File: config.mk
export PLATFORM = sky130hd
export DESIGN_NAME = shot_tracker
export DESIGN_NICKNAME = d
export VERILOG_FILES = /design/src/rtl/shot_tracker.sv
export SDC_FILE = /design/constraint.sdc
export NUM_CORES = 1
export LEC_CHECK = 0
export ABC_CLOCK_PERIOD_IN_PS = 9300
export BUFFER_PORTS_ARGS = -buffer_cell sky130_fd_sc_hd__clkbuf_2
export CAP_MARGIN = 30
export CORE_MARGIN = 8
export CORE_UTILIZATION = 55
export CTS_CLUSTER_SIZE = 25
export DETAILED_ROUTE_END_ITERATION = 7
export PLACE_DENSITY = 0.84
export SLEW_MARGIN = 20
export SYNTH_ARGS = -nofsm -noshare
export SYNTH_HDL_FRONTEND = slang
export SYNTH_SLANG_ARGS = --single-unit
File: constraint.sdc
create_clock -name Clk -period 9.3 [get_ports Clk]
set_clock_uncertainty 0.1 [all_clocks]
set_input_delay 0.93 -clock Clk [delete_from_list [all_inputs] [get_ports Clk]]
set_output_delay 0.93 -clock Clk [all_outputs]
set_load 0.005 [all_outputs]
File: src/rtl/shot_tracker.sv
// rtl/shot_tracker.sv - shot, hit, bird and BCD score tracking for the duck hunt game
module shot_tracker #(
  parameter int SHOTS_PER_DUCK  = 3,
  parameter int NUM_BIRDS       = 10,
  parameter int POINTS_HUNDREDS = 5
) (
  input  logic                 Clk,
  input  logic                 Reset,
  input  logic                 trigger,
  input  logic                 hit_detect,
  input  logic                 new_duck,
  input  logic                 reset_shots,
  input  logic                 reset_score,
  input  logic                 reset_birds,
  input  logic [1:0]           state,
  output logic                 no_shots_left,
  output logic                 bird_shot,
  output logic                 game_over,
  output logic [1:0]           shots_left,
  output logic [15:0]          score,
  output logic [3:0]           birds_done,
  output logic [3:0]           birds_hit,
  output logic [NUM_BIRDS-1:0] hit_map
);

  localparam logic [1:0] SHOTS_INIT = 2'(SHOTS_PER_DUCK);
  localparam logic [4:0] NB         = 5'(NUM_BIRDS);
  localparam logic [4:0] PTS        = 5'(POINTS_HUNDREDS);
  localparam logic [1:0] ST_PLAY    = 2'b10;

  logic                 sync1_q, sync2_q, prev_q;
  logic [1:0]           shots_left_q, shots_left_d;
  logic                 bird_shot_q, bird_shot_d;
  logic [15:0]          score_q, score_d;
  logic [3:0]           birds_done_q, birds_done_d;
  logic [3:0]           birds_hit_q, birds_hit_d;
  logic [NUM_BIRDS-1:0] hit_map_q, hit_map_d;

  logic        fire;
  logic        shot_ok;
  logic        shot_take;
  logic        hit_take;
  logic        map_valid;
  logic [4:0]  hund_sum;
  logic [4:0]  hund_adj;
  logic        hund_carry;
  logic [4:0]  thou_sum;
  logic [15:0] score_add;

  // Trigger is asynchronous: two-flop synchronizer followed by an edge register.
  always_ff @(posedge Clk) begin
    if (Reset) begin
      sync1_q <= 1'b0;
      sync2_q <= 1'b0;
      prev_q  <= 1'b0;
    end else begin
      sync1_q <= trigger;
      sync2_q <= sync1_q;
      prev_q  <= sync2_q;
    end
  end

  assign fire    = sync2_q & ~prev_q;
  assign shot_ok = fire & (state == ST_PLAY) & (shots_left_q != 2'd0) & ~bird_shot_q;
  // A reload or a new duck in the same cycle owns the duck registers, so the shot is dropped whole.
  assign shot_take = shot_ok & ~reset_shots & ~new_duck;
  assign hit_take  = shot_take & hit_detect;
  assign map_valid = (birds_done_q != 4'd0) && ({1'b0, birds_done_q} <= NB);

  // BCD add of the per-hit points into the hundreds digit, carrying into thousands, saturating at 9999.
  always_comb begin
    hund_sum   = {1'b0, score_q[11:8]} + PTS;
    hund_carry = (hund_sum > 5'd9);
    hund_adj   = hund_carry ? (hund_sum - 5'd10) : hund_sum;
    thou_sum   = {1'b0, score_q[15:12]} + {4'd0, hund_carry};
    if (thou_sum > 5'd9) begin
      score_add = 16'h9999;
    end else begin
      score_add = {thou_sum[3:0], hund_adj[3:0], score_q[7:0]};
    end
  end

  // Next-state for every counter, with reset_* > new_duck > shot priority per register.
  always_comb begin
    shots_left_d = shots_left_q;
    bird_shot_d  = bird_shot_q;
    score_d      = score_q;
    birds_done_d = birds_done_q;
    birds_hit_d  = birds_hit_q;
    hit_map_d    = hit_map_q;

    if (reset_shots) begin
      shots_left_d = SHOTS_INIT;
      bird_shot_d  = 1'b0;
    end else if (new_duck) begin
      bird_shot_d  = 1'b0;
    end else if (shot_take) begin
      shots_left_d = shots_left_q - 2'd1;
      if (hit_detect) begin
        bird_shot_d = 1'b1;
      end
    end

    if (reset_score) begin
      score_d = 16'h0000;
    end else if (hit_take) begin
      score_d = score_add;
    end

    if (reset_birds) begin
      birds_done_d = 4'd0;
      birds_hit_d  = 4'd0;
      hit_map_d    = '0;
    end else begin
      if (new_duck && (birds_done_q != 4'd15)) begin
        birds_done_d = birds_done_q + 4'd1;
      end
      if (hit_take) begin
        if (birds_hit_q != 4'd15) begin
          birds_hit_d = birds_hit_q + 4'd1;
        end
        for (int i = 0; i < NUM_BIRDS; i++) begin
          if (map_valid && (birds_done_q == 4'(i + 1))) begin
            hit_map_d[i] = 1'b1;
          end
        end
      end
    end
  end

  // State registers.
  always_ff @(posedge Clk) begin
    if (Reset) begin
      shots_left_q <= SHOTS_INIT;
      bird_shot_q  <= 1'b0;
      score_q      <= 16'h0000;
      birds_done_q <= 4'd0;
      birds_hit_q  <= 4'd0;
      hit_map_q    <= '0;
    end else begin
      shots_left_q <= shots_left_d;
      bird_shot_q  <= bird_shot_d;
      score_q      <= score_d;
      birds_done_q <= birds_done_d;
      birds_hit_q  <= birds_hit_d;
      hit_map_q    <= hit_map_d;
    end
  end

  assign shots_left    = shots_left_q;
  assign bird_shot     = bird_shot_q;
  assign score         = score_q;
  assign birds_done    = birds_done_q;
  assign birds_hit     = birds_hit_q;
  assign hit_map       = hit_map_q;
  assign no_shots_left = (shots_left_q == 2'd0);
  assign game_over     = ({1'b0, birds_done_q} >= NB);

endmodule

==> summary by stage <==
Clock tree
Once the clock tree was built, the resizer swapped 0 gates to a different size. The number of clock buffers added by TritonCTS is 5. Once the clock tree was built, the setup fixing pass inserted 0 buffers. The H-tree was split into 2 levels.

The count of hold-fix buffers inserted at cts is 0. The clock latency reported for the late side of the worst-skew pair is 0.33 ns. Clock-pin slew was measured on the worst setup and hold paths at 0.10 ns. The number of buffers on the longest clock path is 2. TritonCTS built the clock tree. In this run the clock root is driven by a sky130_fd_sc_hd__clkbuf_4.

The clock drives 33 sinks.

Setup path
The worst reg-to-reg setup slack is 5.38 ns. STA classifies the critical path startpoint as a register. By instance count, the cell type seen most on the critical path is sky130_fd_sc_hd__ha_1. The required time of the critical path is 9.45 ns. Traced cell by cell, the critical path runs through ha_1 > xor2_1 > ha_1 > nand2_1 > a211oi_1 > nor2_1 > ha_1 > ha_1 > nand2b_1 > a31oi_1 > a221o_1 > or4b_1 > o221ai_1.

The slowest stage of the critical path is the sky130_fd_sc_hd__dfxtp_1 cell. The critical path ends at score[9]. The path depth of the worst reg2reg path is 13. The beginning of the worst register-to-register path is score[8]. The arrival time reported for the critical path endpoint is 4.07 ns. Along the worst path, the maximum fanout reaches 11. The most critical setup path has its startpoint at score[8]. The critical path is of the reg2reg type. For this run, the slowest stage of the critical path takes 0.52 ns. The end of the worst register-to-register path is score[9]. The worst setup path is captured at a register.

Run status
The run finished with clean final reports.

Synthesis
The proportion of synthesized chip area in sequential cells is 39.4%. The library cell occupying the most area in the post-synthesis netlist is sky130_fd_sc_hd__dfxtp_1. The count of cell types in the netlist is 38. The number of register bits inferred by synthesis is 33. The post-synthesis cell count is 201. The area fraction of the dominant cell type after synthesis is 39.4%. Summing every instance area after synthesis gives 1680 um^2. In this run the mean area of a mapped cell was 8.34 um^2. The number of warnings reported in the yosys synthesis log is 0. By area the synthesized netlist is led by sky130_fd_sc_hd__dfxtp_1 39%, sky130_fd_sc_hd__ha_1 9.0%, sky130_fd_sc_hd__a21oi_1 6.3%, sky130_fd_sc_hd__nor2_1 5.2%, sky130_fd_sc_hd__nand2_1 3.6%.

Layout
Of the cells placed in the final design, the portion with a size suffix greater than 1 is 23.8%. 0 antenna diodes ended up in the layout. The final net count is 262. The signed area change from the synthesized netlist to the final layout is 15.5%. The post-route standard cell area excluding fillers is 1940 um^2. Counting the fill cells in the layout gives 265. Excluding fillers, the count of instances in the completed layout stands at 273. At the end of the flow the core is filled with cells to 65.0%.

Die
From bottom edge to top edge, the die measures 71.2 um. The top-level port count is 49. The x dimension of the die is 71.2 um. The floorplan step defined a die boundary enclosing 5070 um^2. The floorplan has 20 rows. The effective utilization at floorplan is 56.3%.

The area of the core region is 2980 um^2.

Detailed routing
The detailed-route wire length is 3730 um. The mean routed wirelength per cell is 13.7 um. The overall via count from detail_route is 1,519. In this run, the number of DRC markers left after iteration 0 of detailed routing was 136.

The number of nets still failing antenna checks after routing is 0. In the routed design, unresolved DRC markers number 0. Using the TritonRoute via totals, the vias-per-cell ratio works out to 5.56. The number of iterations in the first detailed-routing pass is 4.

STA
The least setup slack across all paths after layout is 5.38 ns. The slew at the pin closest to its max-slew limit is 0.683 ns. The worst relative slew slack is 54.5%. The post-route fraction of the period consumed by the critical path is 42.2%. Setup repair after global routing left no endpoint under its margin. Setup total negative slack on the finished layout was measured at 0 ns. The number of hold violations in the final report came to 0. Based on the critical path, the design can be clocked at up to 255 MHz. The max-slew violation count is 0. Hold timing on the final database bottoms out at a slack of 0.355 ns. The time the final worst path needs with I/O delays and setup is 3.92 ns.

The count of final setup violators is 0.

Global route
The total overflow left after global routing is 0. The most heavily used metal layer in global routing is met2. The number of antenna violations at the first check in global routing is 0. The met3 usage in global routing is 6.64%. Entering global routing, the biggest net connects 22 pins. The via count of the first global-routing pass is 1,429. The total routing usage reported by global routing is 14.7%. The routing usage on met1 is 17.7%.

The first global-routing pass estimated 6240 um of wire. For this run, global-route usage on met2 was measured as 23.0%.

Power and ir drop
The static power due to leakage is 0.828 nW. The completed layout was analyzed and its total power is 255 uW. IR analysis of the VDD net gives a maximum drop of 0.116 mV. For this design the ratio of total power to cell area is 132 nW/um^2.

Placed design
The global placement routability congestion is 0.818. The placed instances occupy a cell area of 1860 um^2. Buffers placed on the I/O ports in this run total 44. The wire-length estimate of the detail-placed layout is 2770 um.

At the placement stage, the worst setup path has a slack of 5.45 ns. The placed instance count is 266.

Min path
The tightest min-delay check is of the reg2reg type.

Run
The number of max-cap violations is 0.
[cell usage after synthesis]
| cell | number |
|---|---|
| sky130_fd_sc_hd__buf_4 | 7 |
| sky130_fd_sc_hd__and4b_1 | 1 |
| sky130_fd_sc_hd__nand2_1 | 16 |
| sky130_fd_sc_hd__or2_2 | 3 |
| sky130_fd_sc_hd__buf_1 | 1 |
| sky130_fd_sc_hd__ha_1 | 12 |
| sky130_fd_sc_hd__clkbuf_1 | 5 |
| sky130_fd_sc_hd__a21oi_1 | 21 |
| sky130_fd_sc_hd__nor4_1 | 3 |
| sky130_fd_sc_hd__or4b_1 | 1 |
| sky130_fd_sc_hd__a41oi_1 | 2 |
| sky130_fd_sc_hd__conb_1 | 1 |
| sky130_fd_sc_hd__o221ai_1 | 1 |
| sky130_fd_sc_hd__xnor2_1 | 4 |
| sky130_fd_sc_hd__o21a_1 | 3 |
| sky130_fd_sc_hd__nor2_1 | 23 |
| sky130_fd_sc_hd__a221o_1 | 1 |
| sky130_fd_sc_hd__inv_1 | 9 |
| sky130_fd_sc_hd__o2111a_1 | 1 |
| sky130_fd_sc_hd__dfxtp_1 | 33 |
| sky130_fd_sc_hd__o211ai_1 | 2 |
| sky130_fd_sc_hd__nand4_1 | 1 |
| sky130_fd_sc_hd__xor2_1 | 2 |
| sky130_fd_sc_hd__nand2b_1 | 3 |
| sky130_fd_sc_hd__o31a_1 | 1 |
| sky130_fd_sc_hd__nor2b_1 | 4 |
| sky130_fd_sc_hd__a311oi_1 | 1 |
| sky130_fd_sc_hd__a31o_2 | 1 |
| sky130_fd_sc_hd__nand3b_1 | 1 |
| sky130_fd_sc_hd__nor3b_1 | 1 |
| sky130_fd_sc_hd__buf_2 | 2 |
| sky130_fd_sc_hd__o21ai_0 | 7 |
| sky130_fd_sc_hd__nor3_1 | 5 |
| sky130_fd_sc_hd__a211oi_1 | 2 |
| sky130_fd_sc_hd__nand3_1 | 11 |
| sky130_fd_sc_hd__nor4b_2 | 2 |
| sky130_fd_sc_hd__a31oi_1 | 5 |
| sky130_fd_sc_hd__and3_1 | 2 |
[cell families after synthesis]
kind of cell / Yosys count / synth area share [%]
buffers and inverters: 24 / 7.09
AOI/OAI and AO/OA: 48 / 17.8
xor gates and xnor gates: 6 / 3.14
DFF: 33 / 39.4
adders and majority gates: 12 / 8.96
and+or+nand+nor: 77 / 23.4
other: 1 / 0.224
[layer usage]
layer | vias to the layer above | wire length, um | part of all wire [%]
li1 | 779 | - | -
met1 | 686 | 1680 | 45
met2 | 48 | 1710 | 46
met3 | 6 | 307 | 8.2
met4 | 0 | 30 | 0.80
met5 | - | 0 | 0
[worst min path at each step]
stage / to / slack [ns] / startpoint / cells after the start
after floorplan: sync2_q / 0.31 / sync1_q / 1
after global placement: sync2_q / 0.32 / sync1_q / 1
after detailed placement: sync2_q / 0.33 / sync1_q / 1
after CTS: sync2_q / 0.36 / sync1_q / 1
after global routing: sync2_q / 0.37 / sync1_q / 1
final: sync2_q / 0.36 / sync1_q / 1
[cells in the final DEF, fill, tap and decap left out, drive strengths merged, types with 2 or more instances in the layout]
cell type / count
clkbuf: 49
dfxtp: 33
nor2: 23
a21oi: 21
nand2: 16
ha: 12
nand3: 11
inv: 9
o21ai: 7
a31oi: 5
nor3: 5
xnor2: 4
nor2b: 4
conb: 4
nand2b: 3
or2: 3
nor4: 3
o21a: 3
xor2: 2
a211oi: 2
nor4b: 2
and3: 2
a41oi: 2
o211ai: 2
[registers in the layout, indices dropped and copies added, names as in the netlist]
register	count
bird_shot	1
birds_done	4
birds_hit	4
hit_map	10
prev_q	1
score	9
shots_left	2
sync1_q	1
sync2_q	1
[power by group]
group          internal, mW  leakage (nW)  switching (mW)
registers             0.142         0.266        0.000665
clock network        0.0547        0.0410          0.0473
logic               0.00378         0.521         0.00618
total                 0.201         0.828          0.0541
[critical path, delay by kind of cell (launching register included)]
kind,cells,cell delay (ns)
DFF,1,0.52
xor gates and xnor gates,1,0.24
adders and majority gates,4,1.25
AOI/OAI and AO/OA,4,0.88
and+or+nand+nor,4,0.84
[area by class of cell]
cell class                      count  area, um^2  share of cell area [%]
Inverter                            9        33.8                    1.75
Clock buffer                        5        37.5                    1.94
Timing Repair Buffer               44         220                    11.4
Sequential cell                    33         661                    34.1
Clock inverter                      2        35.0                    1.81
Tap cell                           33        41.3                    2.13
Multi-Input combinational cell    147         907                    46.9
(Power assumes the default switching activity.)
